--- src/rtl/spi_byte_slave_pkg.sv ---
// Shared definitions for the SPI byte slave: FSM state encoding and byte geometry.
package spi_byte_slave_pkg;

  localparam int unsigned SPI_BYTE_W = 8;
  localparam int unsigned BIT_CNT_W  = 3;

  typedef enum logic {
    SPI_ST_IDLE  = 1'b0,
    SPI_ST_SHIFT = 1'b1
  } spi_state_e;

endpackage

--- src/rtl/spi_byte_slave_sync_edge.sv ---
// N-flop synchroniser for one asynchronous input, with single-cycle rise/fall pulses
// derived from the last two synchronised samples.
module spi_sync_edge #(
  parameter int unsigned N       = 2,
  parameter logic        RST_VAL = 1'b0
) (
  input  logic clk,
  input  logic rst_n,
  input  logic async_i,
  output logic level_o,
  output logic rise_o,
  output logic fall_o
);

  logic [N-1:0] sync_q;
  logic         prev_q;

  always_ff @(posedge clk or negedge rst_n) begin
    if (!rst_n) begin
      sync_q <= {N{RST_VAL}};
      prev_q <= RST_VAL;
    end else begin
      sync_q <= {sync_q[N-2:0], async_i};
      prev_q <= sync_q[N-1];
    end
  end

  assign level_o = sync_q[N-1];
  assign rise_o  = sync_q[N-1] & ~prev_q;
  assign fall_o  = ~sync_q[N-1] & prev_q;

endmodule

--- src/rtl/spi_byte_slave.sv ---
// SPI mode-0 byte slave: oversampled SCK/CS_N/MOSI, MSB-first deserialiser, frame byte counter.
// Define SPI_BYTE_SLAVE_MISO_EN to build the tx_shift register and drive spi_miso.
module spi_byte_slave
  import spi_byte_slave_pkg::*;
#(
  parameter int unsigned SYNC_STAGES = 2,
  parameter int unsigned CNT_W       = 16
) (
  input  logic                  clk,
  input  logic                  rst_n,
  input  logic                  spi_sck,
  input  logic                  spi_cs_n,
  input  logic                  spi_mosi,
  output logic                  spi_miso,
  output logic [SPI_BYTE_W-1:0] rx_data,
  output logic                  rx_valid,
  input  logic [SPI_BYTE_W-1:0] tx_data,
  output logic                  frame_active,
  output logic [CNT_W-1:0]      frame_bytes,
  output logic                  rx_abort
);

  logic sck_lvl, sck_rise, sck_fall;
  logic cs_lvl, cs_rise, cs_fall;
  logic mosi_lvl, mosi_rise, mosi_fall;

  spi_sync_edge #(.N(SYNC_STAGES), .RST_VAL(1'b0)) u_sync_sck (
    .clk(clk), .rst_n(rst_n), .async_i(spi_sck),
    .level_o(sck_lvl), .rise_o(sck_rise), .fall_o(sck_fall)
  );

  spi_sync_edge #(.N(SYNC_STAGES), .RST_VAL(1'b1)) u_sync_cs (
    .clk(clk), .rst_n(rst_n), .async_i(spi_cs_n),
    .level_o(cs_lvl), .rise_o(cs_rise), .fall_o(cs_fall)
  );

  spi_sync_edge #(.N(SYNC_STAGES), .RST_VAL(1'b0)) u_sync_mosi (
    .clk(clk), .rst_n(rst_n), .async_i(spi_mosi),
    .level_o(mosi_lvl), .rise_o(mosi_rise), .fall_o(mosi_fall)
  );

  logic unused_sync;
  assign unused_sync = sck_lvl ^ cs_lvl ^ mosi_rise ^ mosi_fall;

  spi_state_e             state_q, state_d;
  logic [SPI_BYTE_W-2:0]  sr_q, sr_d;
  logic [BIT_CNT_W-1:0]   bit_cnt_q, bit_cnt_d;
  logic [SPI_BYTE_W-1:0]  rx_data_q, rx_data_d;
  logic                   rx_valid_q, rx_valid_d;
  logic                   rx_abort_q, rx_abort_d;
  logic [CNT_W-1:0]       frame_bytes_q, frame_bytes_d;

  always_ff @(posedge clk or negedge rst_n) begin
    if (!rst_n) begin
      state_q       <= SPI_ST_IDLE;
      sr_q          <= '0;
      bit_cnt_q     <= '0;
      rx_data_q     <= '0;
      rx_valid_q    <= 1'b0;
      rx_abort_q    <= 1'b0;
      frame_bytes_q <= '0;
    end else begin
      state_q       <= state_d;
      sr_q          <= sr_d;
      bit_cnt_q     <= bit_cnt_d;
      rx_data_q     <= rx_data_d;
      rx_valid_q    <= rx_valid_d;
      rx_abort_q    <= rx_abort_d;
      frame_bytes_q <= frame_bytes_d;
    end
  end

  // cs_n rise is tested first so a coincident sck rise is dropped.
  always_comb begin
    state_d       = state_q;
    sr_d          = sr_q;
    bit_cnt_d     = bit_cnt_q;
    rx_data_d     = rx_data_q;
    rx_valid_d    = 1'b0;
    rx_abort_d    = 1'b0;
    frame_bytes_d = frame_bytes_q;
    case (state_q)
      SPI_ST_IDLE: begin
        if (cs_fall) begin
          state_d       = SPI_ST_SHIFT;
          bit_cnt_d     = '0;
          frame_bytes_d = '0;
        end
      end
      SPI_ST_SHIFT: begin
        if (cs_rise) begin
          state_d    = SPI_ST_IDLE;
          rx_abort_d = (bit_cnt_q != '0);
        end else if (sck_rise) begin
          sr_d      = {sr_q[SPI_BYTE_W-3:0], mosi_lvl};
          bit_cnt_d = bit_cnt_q + BIT_CNT_W'(1);
          if (bit_cnt_q == BIT_CNT_W'(SPI_BYTE_W - 1)) begin
            rx_data_d  = {sr_q, mosi_lvl};
            rx_valid_d = 1'b1;
            bit_cnt_d  = '0;
            if (frame_bytes_q != '1) begin
              frame_bytes_d = frame_bytes_q + CNT_W'(1);
            end
          end
        end
      end
      default: state_d = SPI_ST_IDLE;
    endcase
  end

  assign rx_data      = rx_data_q;
  assign rx_valid     = rx_valid_q;
  assign rx_abort     = rx_abort_q;
  assign frame_bytes  = frame_bytes_q;
  assign frame_active = (state_q == SPI_ST_SHIFT);

`ifdef SPI_BYTE_SLAVE_MISO_EN
  logic [SPI_BYTE_W-1:0] tx_shift_q, tx_shift_d;

  always_ff @(posedge clk or negedge rst_n) begin
    if (!rst_n) begin
      tx_shift_q <= '0;
    end else begin
      tx_shift_q <= tx_shift_d;
    end
  end

  // bit_cnt is 0 on the fall that follows a byte's last rise, so the freshly
  // reloaded response byte is not shifted before its MSB is sampled.
  always_comb begin
    tx_shift_d = tx_shift_q;
    case (state_q)
      SPI_ST_IDLE: begin
        if (cs_fall) tx_shift_d = tx_data;
      end
      SPI_ST_SHIFT: begin
        if (!cs_rise) begin
          if (sck_rise && bit_cnt_q == BIT_CNT_W'(SPI_BYTE_W - 1)) begin
            tx_shift_d = tx_data;
          end else if (sck_fall && bit_cnt_q != '0) begin
            tx_shift_d = {tx_shift_q[SPI_BYTE_W-2:0], 1'b0};
          end
        end
      end
      default: tx_shift_d = tx_shift_q;
    endcase
  end

  assign spi_miso = frame_active ? tx_shift_q[SPI_BYTE_W-1] : 1'b0;
`else
  logic unused_tx;
  assign unused_tx = ^{tx_data, sck_fall};
  assign spi_miso  = 1'b0;
`endif

endmodule
--- config.mk ---
export PLATFORM = sky130hd
export DESIGN_NAME = spi_byte_slave
export DESIGN_NICKNAME = d
export VERILOG_FILES = /design/src/rtl/spi_byte_slave_pkg.sv /design/src/rtl/spi_byte_slave_sync_edge.sv /design/src/rtl/spi_byte_slave.sv
export SDC_FILE = /design/constraint.sdc
export NUM_CORES = 1
export LEC_CHECK = 0
export CAP_MARGIN = 20
export CORE_AREA = 2 2 70 72
export CTS_BUF_LIST = sky130_fd_sc_hd__clkbuf_4 sky130_fd_sc_hd__clkbuf_8
export CTS_CLUSTER_DIAMETER = 120
export DETAILED_ROUTE_END_ITERATION = 8
export DIE_AREA = 0 0 72 74
export PLACE_DENSITY = 0.69
export SLEW_MARGIN = 20
export SYNTH_ARGS = -nofsm -noshare
export SYNTH_HDL_FRONTEND = slang
export SYNTH_SLANG_ARGS = --single-unit
--- constraint.sdc ---
create_clock -name clk -period 2.6 [get_ports clk]
set_input_delay 0.39 -clock clk [delete_from_list [all_inputs] [get_ports clk]]
set_output_delay 0.39 -clock clk [all_outputs]
set_load 0.005 [all_outputs]
# Yosys cells after proc, flatten, opt, wreduce, memory -nomap -nowiden
# Index checks and enable logic that the tools add are counted.
# W data, S select, Z words.
# classes
bitwise,8
mux,20
n_addsub,2
n_reduce_logical,5
eq_ne,7
# ops
op,n
$mux W16,5
$pmux W16 S2,1
$add A16 B1 Y16 const B,1
$ne A16 B16 Y1 const B,1
$mux W3,4
$mux W1,8
$ne A2 B2 Y1 const B,3
$pmux W3 S2,1
$reduce_and A3 Y1,2
$not A1 Y1,5
$reduce_and A5 Y1,1
$ne A2 B1 Y1 const B,2
$reduce_and A4 Y1,1
$add A3 B1 Y3 const B,1
$and A1 B1 Y1,3
$eq A3 B3 Y1 const B,1
$reduce_bool A3 Y1,1
$pmux W1 S2,1
# totals
output_inout_bits,28
register_bits,45
inputBits,13

# Depth between registers and ports, before layout
# logic_depth
depth_word,6
depth_mapped,8

# Hierarchy
# From an unflattened synthesis, not the netlist that was laid out.
# unflattened
cells_unflattened,200
area_unflattened_um2,2134.5
# by_module_without_submodules
module,cells_per_inst,area_each_um2,seq_area_each_um2,n_inst
spi_byte_slave,185,1860.5,925.9,1
spi_sync_edge at u_sync_mosi ...,5,90.1,75.1,2
spi_sync_edge at u_sync_cs,5,93.8,78.8,1

# Least setup slack after synthesis
# Ideal clock, no wire load.
# synth_timing
kind,register to register
from,register bit_cnt_q[0]
to,"register frame_bytes_q[10], in the netlist frame_bytes[10]"
arrival_ps,1797
required_time_ps,2522
slack_ps,725
setup_time_ps,78
path_buffers,0
synth_period_minus_slack_ps,1875
stages_incl_launch_ff,8
path_cell_list,dfrtp_1 -> ha_1 -> ha_1 -> and3b_1 -> a31oi_2 -> a211o_1 -> or4_1 -> a21oi_1
# synth_between
elab_chain_len,3
# synth_lines
element,line_no,text
from (decl),spi_byte_slave.sv:47,"logic [BIT_CNT_W-1:0] bit_cnt_q, bit_cnt_d;"
from (signal assigned),spi_byte_slave.sv:65,bit_cnt_q <= bit_cnt_d;
$eq A3 B3 Y1,spi_byte_slave.sv:97,if (bit_cnt_q == BIT_CNT_W'(SPI_BYTE_W - 1)) begin
$ne A2 B1 Y1 (no line),n/a,
$reduce_and A5 Y1 (no line),n/a,
to (signal assigned),spi_byte_slave.sv:69,frame_bytes_q <= frame_bytes_d;
to (decl),spi_byte_slave.sv:51,"logic [CNT_W-1:0] frame_bytes_q, frame_bytes_d;"
# No other way between the ends.
# A chain may end at the register's enable or synchronous reset.

# Worst setup path in the final report
# layout_timing
from,register bit_cnt_q[0]
to,"register frame_bytes_q[5], in the netlist frame_bytes[5]"
# The elaborated chain is that of the path after synthesis.

==> results by group <==
Power and ir drop
  – VDD IR max: 313 uV
  – Cell area power density: 629 mW/mm^2
  – Leakage: 1.08 nW

Logic synthesis
  – Seq/Total Area, Yosys: 57.4%
  – Synth area leader: dfrtp_1
  – Top cells by count, synth: nand2_1, dfrtp_1, o21ai_0, nand3_1, nor2_1
  – EDFF count, synth: 0
  – Top cells by area, synth: dfrtp_1, nand2_1, dfstp_2
  – Yosys top cell area share: 53.4%
  – Synth Instances: 188
  – Ys async rst share: 100%
  – Most frequent cell after synthesis: nand2_1
  – Post-Syn Area: 0.00197 sq mm
  – Yosys warning count: 0
  – Post-synth top flop: dfrtp_1
  – Post-Syn Nets: 205
  – Post-Syn Area per Cell: 10.5 sq um
  – Synth cell types: 38
  – Synth Register Bits: 45

Detailed routing
  – Via count: 1466
  – Drt pass-1 iters: 4
  – Post-DR wirelength/cell: 13.7 um
  – Vias per cell: 5.22
  – # DRC: 0
  – DRT antenna net count: 0
  – Initial drt markers: 57
  – Total Wirelength: 3.85 mm

Worst setup path
  – Crit path DAT: 2.36 ns
  – Max FO, Critical Path: 13
  – CP Class: flip-flop to flip-flop
  – Worst R2R Setup Slack: 0.47 ns
  – Worst path required time: 2.83 ns
  – Reg2Reg Launch Point: bit_cnt_q[0]
  – RR Endpoint: frame_bytes[5]
  – CP startpoint kind: flip-flop
  – Critical Path Sink Type: flip-flop
  – Worst r2r path cells: 7

Placement
  – Port Buffers: 31
  – DP HPWL: 2.72 mm
  – Placer Congestion: 0.795

STA
  – TNS Setup: 0 ns
  – Unrepaired setup endpoints after global routing: false
  – Fmax: 469 MHz
  – Max-slew headroom: 62.7%
  – Slew Viols, Final: 0
  – Layout Skew: 0.00412 ns
  – Fin. Hold Viols: 0
  – Final Setup Violations: 0
  – Period minus WS final: 2.13 ns
  – Final Cycle Share: 82.0%
  – Worst Tran Pin Value: 0.559 ns

Min path
  – Hold path cells: 0
  – Min-Delay Endpoint: u_sync_sck.sync_q[1]
  – Hold path startpoint: u_sync_sck.sync_q[0]
  – Worst hold-check path type: flip-flop to flip-flop

GRT
  – Initial antenna violation count: 0
  – Global-route wire length before repair: 6.36 mm
  – Pin count of the biggest net entering global routing: 34
  – Vias in the first global route: 1373
  – Total track usage: 15.4%
  – GRT Residual Overflow: 0

Floorplan
  – Die height: 74 um
  – Die extent in x: 72 um
  – Number of I/O pins: 41
  – Core Rows: 25
  – Initial Util: 42.8%
  – Core ar.: 0.00460 sq mm
  – Die area: 0.00533 sq mm

Cells and area
  – Fillers: 427
  – Multi-input gate area: 800 sq um
  – Area added between synthesis and finish: 25.4%
  – Nets: 243
  – Util after Layout: 53.7%
  – FF+latch area: 0.00113 sq mm
  – Ant. Diodes: 0
  – Ratio of cells with drive above 1 in the final layout: 11.0%

Clock network
  – Clk pin slew, worst setup/hold paths: 0.08 ns
  – Clock sink count: 45
  – Htree depth: 2
  – Setup bufs post-CTS: 0
  – Worst-Skew Late Latency: 0.30 ns
  – Bufs on Longest Clock Path: 2
  – Clock root buffer: clkbuf_8
  – CTS tree: done
  – Total CTS buffers: 5

Outcome
  – Status: finished clean

Flow run
  – Max cap viols: 0
critical path, cell delays in order (launching register included):
cell and delay [ns]:
dfrtp_1 0.41, ha_1 0.20, ha_1 0.18, and3b_1 0.22, a31oi_2 0.40, a21o_1 0.36, o21ai_0 0.15, a21oi_1 0.13
through the flow:
stage | hold slack (ns) | cells | total power [mW] | area, sq um | worst slack, ns
4_1_cts | 0.356 | 281 | 1.58 | 2470 | 0.455
3_5_place_dp | 0.297 | 272 | 1.04 | 2340 | 0.475
3_3_place_gp | 0.290 | 272 | 1.02 | 2340 | 0.491
5_1_grt | 0.368 | 281 | 1.64 | 2470 | 0.255
2_1_floorplan | 0.0944 | 188 | 0.949 | 1970 | 0.725
6_report | 0.354 | 281 | 1.55 | 2470 | 0.467
layout make-up:
cell class | count | area share, %
Clock inverter | 2 | 1.57
Inverter | 5 | 0.760
Timing Repair Buffer | 35 | 13.7
Sequential cell | 45 | 45.8
Clock buffer | 6 | 3.09
Multi-Input combinational cell | 134 | 32.4
Tap cell | 54 | 2.74
flip-flops by register name, summed over array words and instances (netlist names), 2 cells and up:
| signal | cells |
|---|---|
| u_sync_mosi.sync_q | 2 |
| u_sync_cs.sync_q | 2 |
| frame_bytes | 16 |
| sr_q | 7 |
| u_sync_sck.sync_q | 2 |
| bit_cnt_q | 3 |
| rx_data | 8 |
routing by layer:
layer  wire length [um]  part of all wire, %  global-route usage, %
met4                 43                  1.1                   5.87
met3                212                  5.5                   4.20
met2               1820                   47                   25.3
met5                  0                    0                      0
met1               1760                   46                   19.6
how the worst max path moves through the flow:
stage | endpoint | startpoint | slack (ns) | cells past startpoint
finish | frame_bytes[5] | bit_cnt_q[0] | 0.47 | 7
global route | frame_bytes[5] | frame_bytes[0] | 0.26 | 6
CTS | frame_bytes[5] | bit_cnt_q[0] | 0.45 | 7
detailed placement | frame_bytes[5] | bit_cnt_q[0] | 0.47 | 7
global placement | frame_bytes[5] | bit_cnt_q[0] | 0.49 | 7
floorplan | frame_bytes[10] | bit_cnt_q[0] | 0.72 | 7
placed cells by master (no fill, tap or decap), types with 3 or more instances in the layout:
cell type / Yosys / layout
dfrtp_1: 42 / 42
nor4_1: 4 / 4
or3_1: 4 / 4
nand3_1: 9 / 9
nor3_1: 4 / 4
xnor2_1: 5 / 5
o21ai_0: 12 / 12
a21oi_1: 6 / 6
inv_1: 4 / 4
nand2_1: 44 / 44
buf_4: 1 / 3
nor2_1: 8 / 8
mux2_2: 7 / 7
ha_1: 4 / 4
dfstp_2: 3 / 3
clkbuf_8: 0 / 5
clkdlybuf4s50_1: 0 / 30
repair_timing:
item                      in CTS  in global routing
hold endpoints to repair      12                  0
resized for setup              0                  0
hold buffers                   1                  0
cells by family after synthesis:
group,after synthesis,synth area share (%)
compound gates,27,8.46
flops,45,57.4
other cells,1,0.191
buf+inv,9,1.97
xor+xnor,5,2.22
simple gates,87,21.7
mux,9,5.02
fa+ha+maj,5,3.05
power by group:
group / switching, mW / leakage (nW) / internal, mW
sequential: 0.0629 / 0.592 / 0.777
combinational: 0.0790 / 0.426 / 0.0974
clock: 0.239 / 0.0588 / 0.299
No activity file was read; power rests on OpenSTA's default activity.
